**src/rtl/bcd_conv_arbiter.sv**
```systemverilog
// bcd_conv_arbiter: four-requester arbiter sharing one sequential double-dabble binary-to-BCD converter
module bcd_conv_arbiter #(
    parameter int BIN_W = 8,
    parameter int DIG = 3,
    parameter bit ROUND_ROBIN = 1'b0
) (
    input  logic               clk,
    input  logic               reset_n,
    input  logic [3:0]         req,
    input  logic [4*BIN_W-1:0] bin_in,
    output logic [3:0]         gnt,
    output logic               busy,
    output logic               done,
    output logic [1:0]         done_id,
    output logic [4*DIG-1:0]   bcd_out
);
    localparam int SW = DIG*4 + BIN_W;
    localparam int CW = $clog2(BIN_W + 1);
    typedef enum logic [1:0] {IDLE, SHIFT, DONE} state_t;
    state_t state, state_n;
    logic [SW-1:0] sr, sr_n;
    logic [CW-1:0] cnt;
    logic [1:0] last_id, win, idx;
    logic last;
    assign last = cnt == CW'(BIN_W - 1);
    always_comb begin
        win = '0;
        idx = '0;
        for (int k = 3; k >= 0; k--) begin
            idx = ROUND_ROBIN ? last_id + 2'(k) + 2'd1 : 2'(3 - k);
            win = req[idx] ? idx : win;
        end
    end
    // Digits never exceed 9 before the shift, so the add-3 cannot carry across digits.
    always_comb begin
        sr_n = sr;
        for (int d = 0; d < DIG; d++)
            sr_n[BIN_W+4*d +: 4] = sr[BIN_W+4*d +: 4] >= 4'd5 ? sr[BIN_W+4*d +: 4] + 4'd3 : sr[BIN_W+4*d +: 4];
        sr_n = {sr_n[SW-2:0], 1'b0};
    end
    always_comb begin
        state_n = state;
        busy = state != IDLE;
        done = state == DONE;
        state_n = state == IDLE ? (req != 4'd0 ? SHIFT : IDLE) : state == SHIFT ? (last ? DONE : SHIFT) : IDLE;
    end
    always_ff @(posedge clk or negedge reset_n) begin
        if (!reset_n) begin
            state <= IDLE;
            gnt <= '0;
            sr <= '0;
            cnt <= '0;
            last_id <= 2'd3;
            done_id <= '0;
            bcd_out <= '0;
        end else begin
            state <= state_n;
            if (state == IDLE && req != 4'd0) begin
                gnt <= 4'b1 << win;
                sr <= {{(DIG*4){1'b0}}, bin_in[int'(win)*BIN_W +: BIN_W]};
                cnt <= '0;
                last_id <= win;
            end
            if (state == SHIFT) begin
                sr <= sr_n;
                cnt <= cnt + 1'b1;
                if (last) begin
                    bcd_out <= sr_n[SW-1 -: 4*DIG];
                    done_id <= last_id;
                end
            end
            if (state == DONE) gnt <= '0;
        end
    end
endmodule

```
**config.mk**
```make
export PLATFORM = sky130hd
export DESIGN_NAME = bcd_conv_arbiter
export DESIGN_NICKNAME = d
export VERILOG_FILES = /design/src/rtl/bcd_conv_arbiter.sv
export SDC_FILE = /design/constraint.sdc
export NUM_CORES = 1
export LEC_CHECK = 0
export CAP_MARGIN = 20
export CELL_PAD_IN_SITES_DETAIL_PLACEMENT = 1
export CELL_PAD_IN_SITES_GLOBAL_PLACEMENT = 1
export CORE_MARGIN = 8
export CORE_UTILIZATION = 41
export DETAILED_ROUTE_END_ITERATION = 8
export GPL_TIMING_DRIVEN = 0
export PLACE_DENSITY = 0.95
export SLEW_MARGIN = 30
export SYNTH_ARGS = -nofsm -noshare
export SYNTH_HDL_FRONTEND = slang
export SYNTH_SLANG_ARGS = --single-unit
```
**constraint.sdc**
```tcl
create_clock -name clk -period 4.22 [get_ports clk]
set_clock_uncertainty 0.15 [all_clocks]
set_input_delay 0.844 -clock clk [delete_from_list [all_inputs] [get_ports clk]]
set_output_delay 0.844 -clock clk [all_outputs]
set_load 0.03 [all_outputs]
```
* Word-level counts from Yosys, hierarchy flattened
Cells that the tools add are included.
Storage, ports and cells: register bits after elaboration 46, bits of input ports 38, output and inout bits 20, word-level logic and storage cells 42
Operators by class: add/subtract/negate cells 4, $lt $le $gt $ge 3, equality and inequality tests 3, shift-type cells 2, muxes and demuxes 16, reduce and logical (&&, ||, !) cells 7
Operators by type and width (count):
- two-way mux 20 bit | 2
- variable part select 32 x 6 -> 8 bit | 1
- two-way mux 4 bit | 6
- greater-or-equal comparator 4 x 3 -> 1 bit (second input constant) | 3
- two-way mux 2 bit | 5
- adder 4 x 2 -> 4 bit (second input constant) | 2
- nonzero test 2 bit | 3
- adder 4 x 1 -> 4 bit (second input constant) | 1
- equality test 4 x 3 -> 1 bit (second input constant) | 1
- nonzero test 4 bit | 1
- << shifter 1 x 2 -> 4 bit (first input constant) | 1
- adder 3 x 2 -> 3 bit (second input constant) | 1
- two-way mux 3 bit | 1
- equality test 2 x 1 -> 1 bit (second input constant) | 1
- equality test 2 bit (second input constant) | 1
- zero test 2 bit | 1
- two-way mux 1 bit | 2
- AND reduction 2 bit | 1
- logical AND 1 bit | 1

* Longest topological paths before layout
depth after elaboration 6, mapped depth 7, gate-level depth less buffers 6

* Worst setup path before layout
No wires, ideal clock.
path kind in2reg, from input port req[3], to register cnt[3], setup time 0.076 ns, arrival time 1.820 ns, data required time 3.994 ns, path slack 2.173 ns, stages on the path 6, buffers on the path 2, cells stage by stage or2_1 buf_6 o41ai_4 buf_6 o21ai_1 o21ai_1
Between the ends: word-level cells in the longest chain between the ends 3
RTL lines:
- from (decl) | line 9 | input logic [3:0] req,
- nonzero test 4 bit | line 58 | if (state == IDLE && req != 4'd0) begin
- logical AND 1 bit | line 58
- nonzero test 2 bit (no source line)
- to (signal assigned) | line 66 | cnt <= cnt + 1'b1;
- to (decl) | line 22 | logic [CW-1:0] cnt;
No other way between the ends. A chain may end at the register's enable or synchronous reset.

* Final worst setup path
from register state[0], to output port done
Between the ends: word-level cells in the longest chain between the ends 1
RTL lines:
- from (decl) | line 20 | state_t state, state_n;
- from (signal assigned) | line 57 | state <= state_n;
- equality test 2 bit | line 44 | done = state == DONE;
- to (decl) | line 13 | output logic done,
No other way between the ends.

==> flow_summary.yaml <==
final_layout:
  seq_area_sq_um: 1154
  num-nets-final: 335
  antennaDiodeCount: 0
  multi_input_area_sq_um: 1111
  instances_no_fill: 366
  area_growth_pct: 31.93
  fill_cells: 655
  fin_area_sq_um: 3174
  drive_gt1_share_pct: 12.71
placement:
  dp_worst_setup_slack_ps: 1497
  portBuffers: 56
  gp_congestion: 0.7877
  dpl_cell_area_sq_um: 3058
  dp_cells: 358
  dp.final_hpwl_mm: 4.915
run_status:
  status: "finished, final reports clean"
routing:
  postRouteAntennaNets: 0
  vias_per_cell: 5.500
  drt_wl_total_mm: 6.795
  num_vias: 2013
  drt_first_pass_iters: 4
  drtIter0Drc: 61
  drc: 0
  routedWlPerCell_um: 18.57
global_routing:
  grt_pass1_vias: 2252
  grt_overflow: 0
  grt_usage_pct: 16.87
  grt_use_met1_pct: 19.29
  grt_antenna_before_repair: 0
  grt_pass1_wl_mm: 11.54
  grt_max_degree: 47
  top_usage_layer: "met2"
  grt_use_met2_pct: 29.98
  use_met3_pct: 4.126
clock_tree:
  cts_tree: "done"
  postCtsHoldBufs: 0
  clock_sinks: 46
  root_buffer: "clkbuf_8"
  numCtsBuffers: 5
  post_cts_resized: 0
  clock_latency_ps: 310
  postCtsSetupRepairBufs: 0
  h-tree-depth: 2
  clk_pin_slew_worst_paths_ps: 90
  clock_path_buffers: 2
timing:
  tns_ps: 0
  worst_slew_pin_slew_ps: 573.2
  final.setup.worst_slack_ps: 1232
  fmax_ghz: 0.3347
  post-route-period-util_pct: 70.80
  slew_viol_final: 0
  rsz0062_at_grt: "false"
  slew_headroom_pct: 61.79
  hold_violations: 0
  period_minus_slack_ps: 2988
  finalSetupViolations: 0
floorplan:
  dieArea_sq_um: 8576
  start_util_pct: 41.62
  io_pins: 58
  core_sq_um: 5781
  die_h_um: 92.61
  fp-row-count: 28
  die_w_um: 92.61
pwr:
  peakVddDrop_mv: 0.3054
  pwr_density_cell_nw_per_um2: 740.8
  leakagePower_nw: 1.383
hold_path:
  worst_hold_path_type: "reg2reg"
  hold_start: "last_id[0]"
worst_setup_path:
  cp-startpoint: "state[0]"
  cp.required_ps: 3230
  crit_type: "reg2out"
  r2r_start: "state[1]"
  startpoint_type: "flip-flop"
  cp-end-kind: "output port"
  worstPathMaxFanout: 10
  cp.arrival_ps: 1990
logic_synthesis:
  synth_seq_cells: 46
  synth_nets: 272
  synth_common_cells: "44 x dfrtp_1, 19 x a21oi_1, 17 x nand2_1"
  yosys_warnings: 0
  synth-edff-count: 0
  synth_area_leaders: "dfrtp_1 46%, a22o_1 5.1%, mux2i_1 4.6%, mux2_2 4.2%, a21oi_1 4.0%"
  synth_ff_type: "dfrtp_1"
  syn_inst: 227
  async_flop_share_pct: 100.0
  seq_area_frac_synth_pct: 47.95
  syn_avg_cell_area_sq_um: 10.60
  yosysTopAreaCellShare_pct: 45.76
  synth_area_sq_um: 2406
  yosys.area.top_type: "dfrtp_1"
  synth_most_common_cell: "dfrtp_1"
  ys_types: 39
run:
  maxCapViolCount: 0
state kept, by name, summed over array words and instances (netlist names):
register / count
sr: 20
bcd_out: 12
cnt: 4
gnt: 4
done_id: 2
last_id: 2
state: 2
worst paths after layout:
kind / end / slack, ps / depth (start not counted)
worst max-delay path: done / 1230 / 4
worst min-delay path: last_id[0] / 340 / 2
worst max register to register: bcd_out[5] / 2290 / 5
worst min register to register: last_id[0] / 340 / 2
max in group asynchronous: sr[1] / 3150 / 1
min in group asynchronous: bcd_out[3] / 380 / 1
critical path, stage by stage, from the launching register on:
cell and delay (ps):
dfrtp_1 440, buf_2 240, nand2b_1 230, inv_1 100, clkdlybuf4s50_1 670
per-stage QoR:
| step | utilization (%) | hold slack (ps) | total power [W] |
|---|---|---|---|
| global route | 54.91 | 375.3 | 0.002515 |
| floorplan | - | 298.9 | 0.001579 |
| CTS | 54.91 | 343.2 | 0.002372 |
| global placement | 52.94 | 317.1 | 0.001929 |
| finish | 54.91 | 342.8 | 0.002351 |
| detailed placement | 52.90 | 324.9 | 0.002007 |
routing by layer:
layer	up-vias	routed length, um
li1	938	-
met1	1024	2828
met2	41	3584
met3	10	261
met4	0	120
met5	-	0
cell families (layout without fill, tap and decap cells):
kind of cell / after synthesis / count (layout) / synth area share [%]
muxes: 20 / 20 / 8.789
and+or+nand+nor: 48 / 48 / 10.50
adders and majority gates: 7 / 7 / 3.640
buffers and inverters: 27 / 91 / 5.876
xor gates and xnor gates: 3 / 3 / 1.092
DFF: 46 / 46 / 47.95
AOI/OAI and AO/OA: 76 / 76 / 22.15
layout by cell type (no fill, tap or decap), types with 2 or more instances in the layout:
cell type and instances:
dfstp_2 2, xnor2_1 3, a21oi_1 19, a22o_1 14
buf_4 4, nor2b_1 3, buf_2 5, clkbuf_8 6
mux2i_1 11, nand2b_1 4, a31oi_1 3, dfrtp_1 44
nor3b_1 3, nand2_1 17, or3b_2 2, a221oi_1 7
clkdlybuf4s50_1 55, o21ai_0 16, o21a_1 7, buf_6 3
clkbuf_1 5, ha_1 7, nor2_1 9, inv_1 12
o21ai_1 3, nand3_1 3, mux2_2 9
area by class of cell:
| class | count | share of cell area (%) |
|---|---|---|
| timing repair buffer | 56 | 17.58 |
| sequential | 46 | 36.34 |
| buffer | 15 | 3.035 |
| multi-input combinational | 154 | 35.00 |
| inverter | 12 | 1.419 |
| tap | 75 | 2.956 |
| clock inverter | 1 | 0.9460 |
| clock buffer | 7 | 2.720 |
report_power, final:
group | total [W] | switching (W) | internal (W)
sequential | 0.000812 | 0.000159 | 0.000654
combinational | 0.00119 | 0.000655 | 0.000539
clock | 0.000345 | 0.000152 | 0.000193
Note: power is estimated with default switching activity, not from simulation.
==> RTL change (same settings) <==
`BIN_W`: 8 -> 16.
--- a/src/rtl/bcd_conv_arbiter.sv
+++ b/src/rtl/bcd_conv_arbiter.sv
@@ -1,5 +1,5 @@
 // bcd_conv_arbiter: four-requester arbiter sharing one sequential double-dabble binary-to-BCD converter
 module bcd_conv_arbiter #(
-    parameter int BIN_W = 8,
+    parameter int BIN_W = 16,
     parameter int DIG = 3,
     parameter bit ROUND_ROBIN = 1'b0
Ports: changed (resized bin_in); port bits go from 58 to 90. No check against the original RTL was run, so the function may have changed too.
==> RTL change against the unedited design <==
Setup slack gained 31 ps; register-to-register slack got worse by 190 ps; synthesized area is 19% higher; die area up 15%; wire length increased by 46%; power up 14%; sequential cell count up 9; cell area up 26%.
==> RTL change: results (changes against the unedited design) <==
* Status: completed
* Fin cells at 459 (+25%)
* Slowest CP cell: clkdlybuf4s50_1
* Wire per inst at 21.66 um (+17%)
* Yosys cell types at 32 (-18%)
* DP Area at 3869 um^2 (+27%)
* Worst-margin pin slew at 647.1 ps (+73.92 ps)
* Area Overhead vs Synth at 40.26%
* Design area at 4001 um^2 (+26%)
* Worst vdd ir at 0.0002263 V (-26%)
* Top cell type's share of synthesized area at 46.49% (+0.73 points)
* Gate power share at 48.3% (-2.5 points)
* Metal3 WL at 659 um (+150%)
* Placement Setup Slack at 1305 ps (-192.5 ps)
* Adder-cell share of the synthesized area at 3.509% (-0.13 points)
* Regs by FF count: sr: 28 flops, bcd_out: 12 flops, cnt: 5 flops
* Post-synthesis mux area share at 8.684% (-0.10 points)
* Number of non-clock buffers at 111 (+56%)
* Fraction of area in multi-input gates at 32.99% (-2.0 points)
* Power per cell area at 670.2 nW/um^2 (-9.5%)
* WP data arrival at 1960 ps (-30 ps)
* Met1 Use GR at 21.23% (+1.9 points)
* Compound-gate portion of the synthesized area at 21.40% (-0.75 points)
* Psw at 1.106 mW (+15%)
* Final Wtd Congestion at 0.7536 (-4.3%)
* Synth Area in XOR/XNOR at 0.9211% (-0.17 points)
* Synth Net Count at 359 (+32%)
* Synth top area cells: dfrtp_1 (46%), mux2_2 (8.7%), a222oi_1 (5.6%)
* Tot GR Track Use at 20.49% (+3.6 points)
* Clock buf count at 6 (-1)
* GR Util met3 at 6.494% (+2.4 points)
* Non-clock inverter total of the final layout at 9 (-3)
* Clk tree area frac at 3.315% (-0.35 points)
* Post-synthesis sequential area ratio at 48.33% (+0.39 points)
* Max FO, Critical Path at 6 (-4)
* Via count at 2709 (+35%)
* Layout fillers at 752 (+15%)
* Fraction of cell area in non-clock buffers at 25.89% (+5.3 points)
* # port buffers at 89 (+59%)
* Sequential cell count at 55 (+20%)
* Met1 WL at 3765 um (+33%)
* Synth cell count leaders: dfrtp_1 (53), o21ai_1 (25), mux2_2 (22), nand2_1 (22), o21ai_0 (22)
* Type of the worst min-delay path: in -> async
* First-pass GRT wire length at 16090 um (+39%)
* Met2 Usage GRT at 38.33% (+8.4 points)
* Largest net degree at the start of global routing at 53 (+13%)
-- RTL change: cell count changes in the layout (fill, tap and decap cells not counted), moves of 11 or more --
cell | unedited run | this run
a222oi_1 | 0 | 16
a22o_1 | 14 | 0
a22oi_1 | 1 | 15
clkdlybuf4s50_1 | 55 | 88
mux2_2 | 9 | 22
mux2i_1 | 11 | 0
nand3_1 | 3 | 15
o21ai_1 | 3 | 25
-- RTL change: path summary, 6_finish.rpt --
check,slack [ps],depth (start not counted),to
worst max-delay path,1260,2,done
worst min-delay path,170,1,bcd_out[5]$_DFFE_PN0P_
worst max register to register,2100,6,bcd_out[3]$_DFFE_PN0P_
worst min register to register,330,1,cnt[3]$_DFFE_PN0P_
max in group asynchronous,3250,2,last_id[1]$_DFFE_PN1P_
min in group clk,330,1,cnt[3]$_DFFE_PN0P_
-- RTL change: logic make-up after synthesis --
logic type,Yosys count
flops,55
xor+xnor,3
mux,22
compound gates,96
buf+inv,30
fa+ha+maj,8
simple gates,67
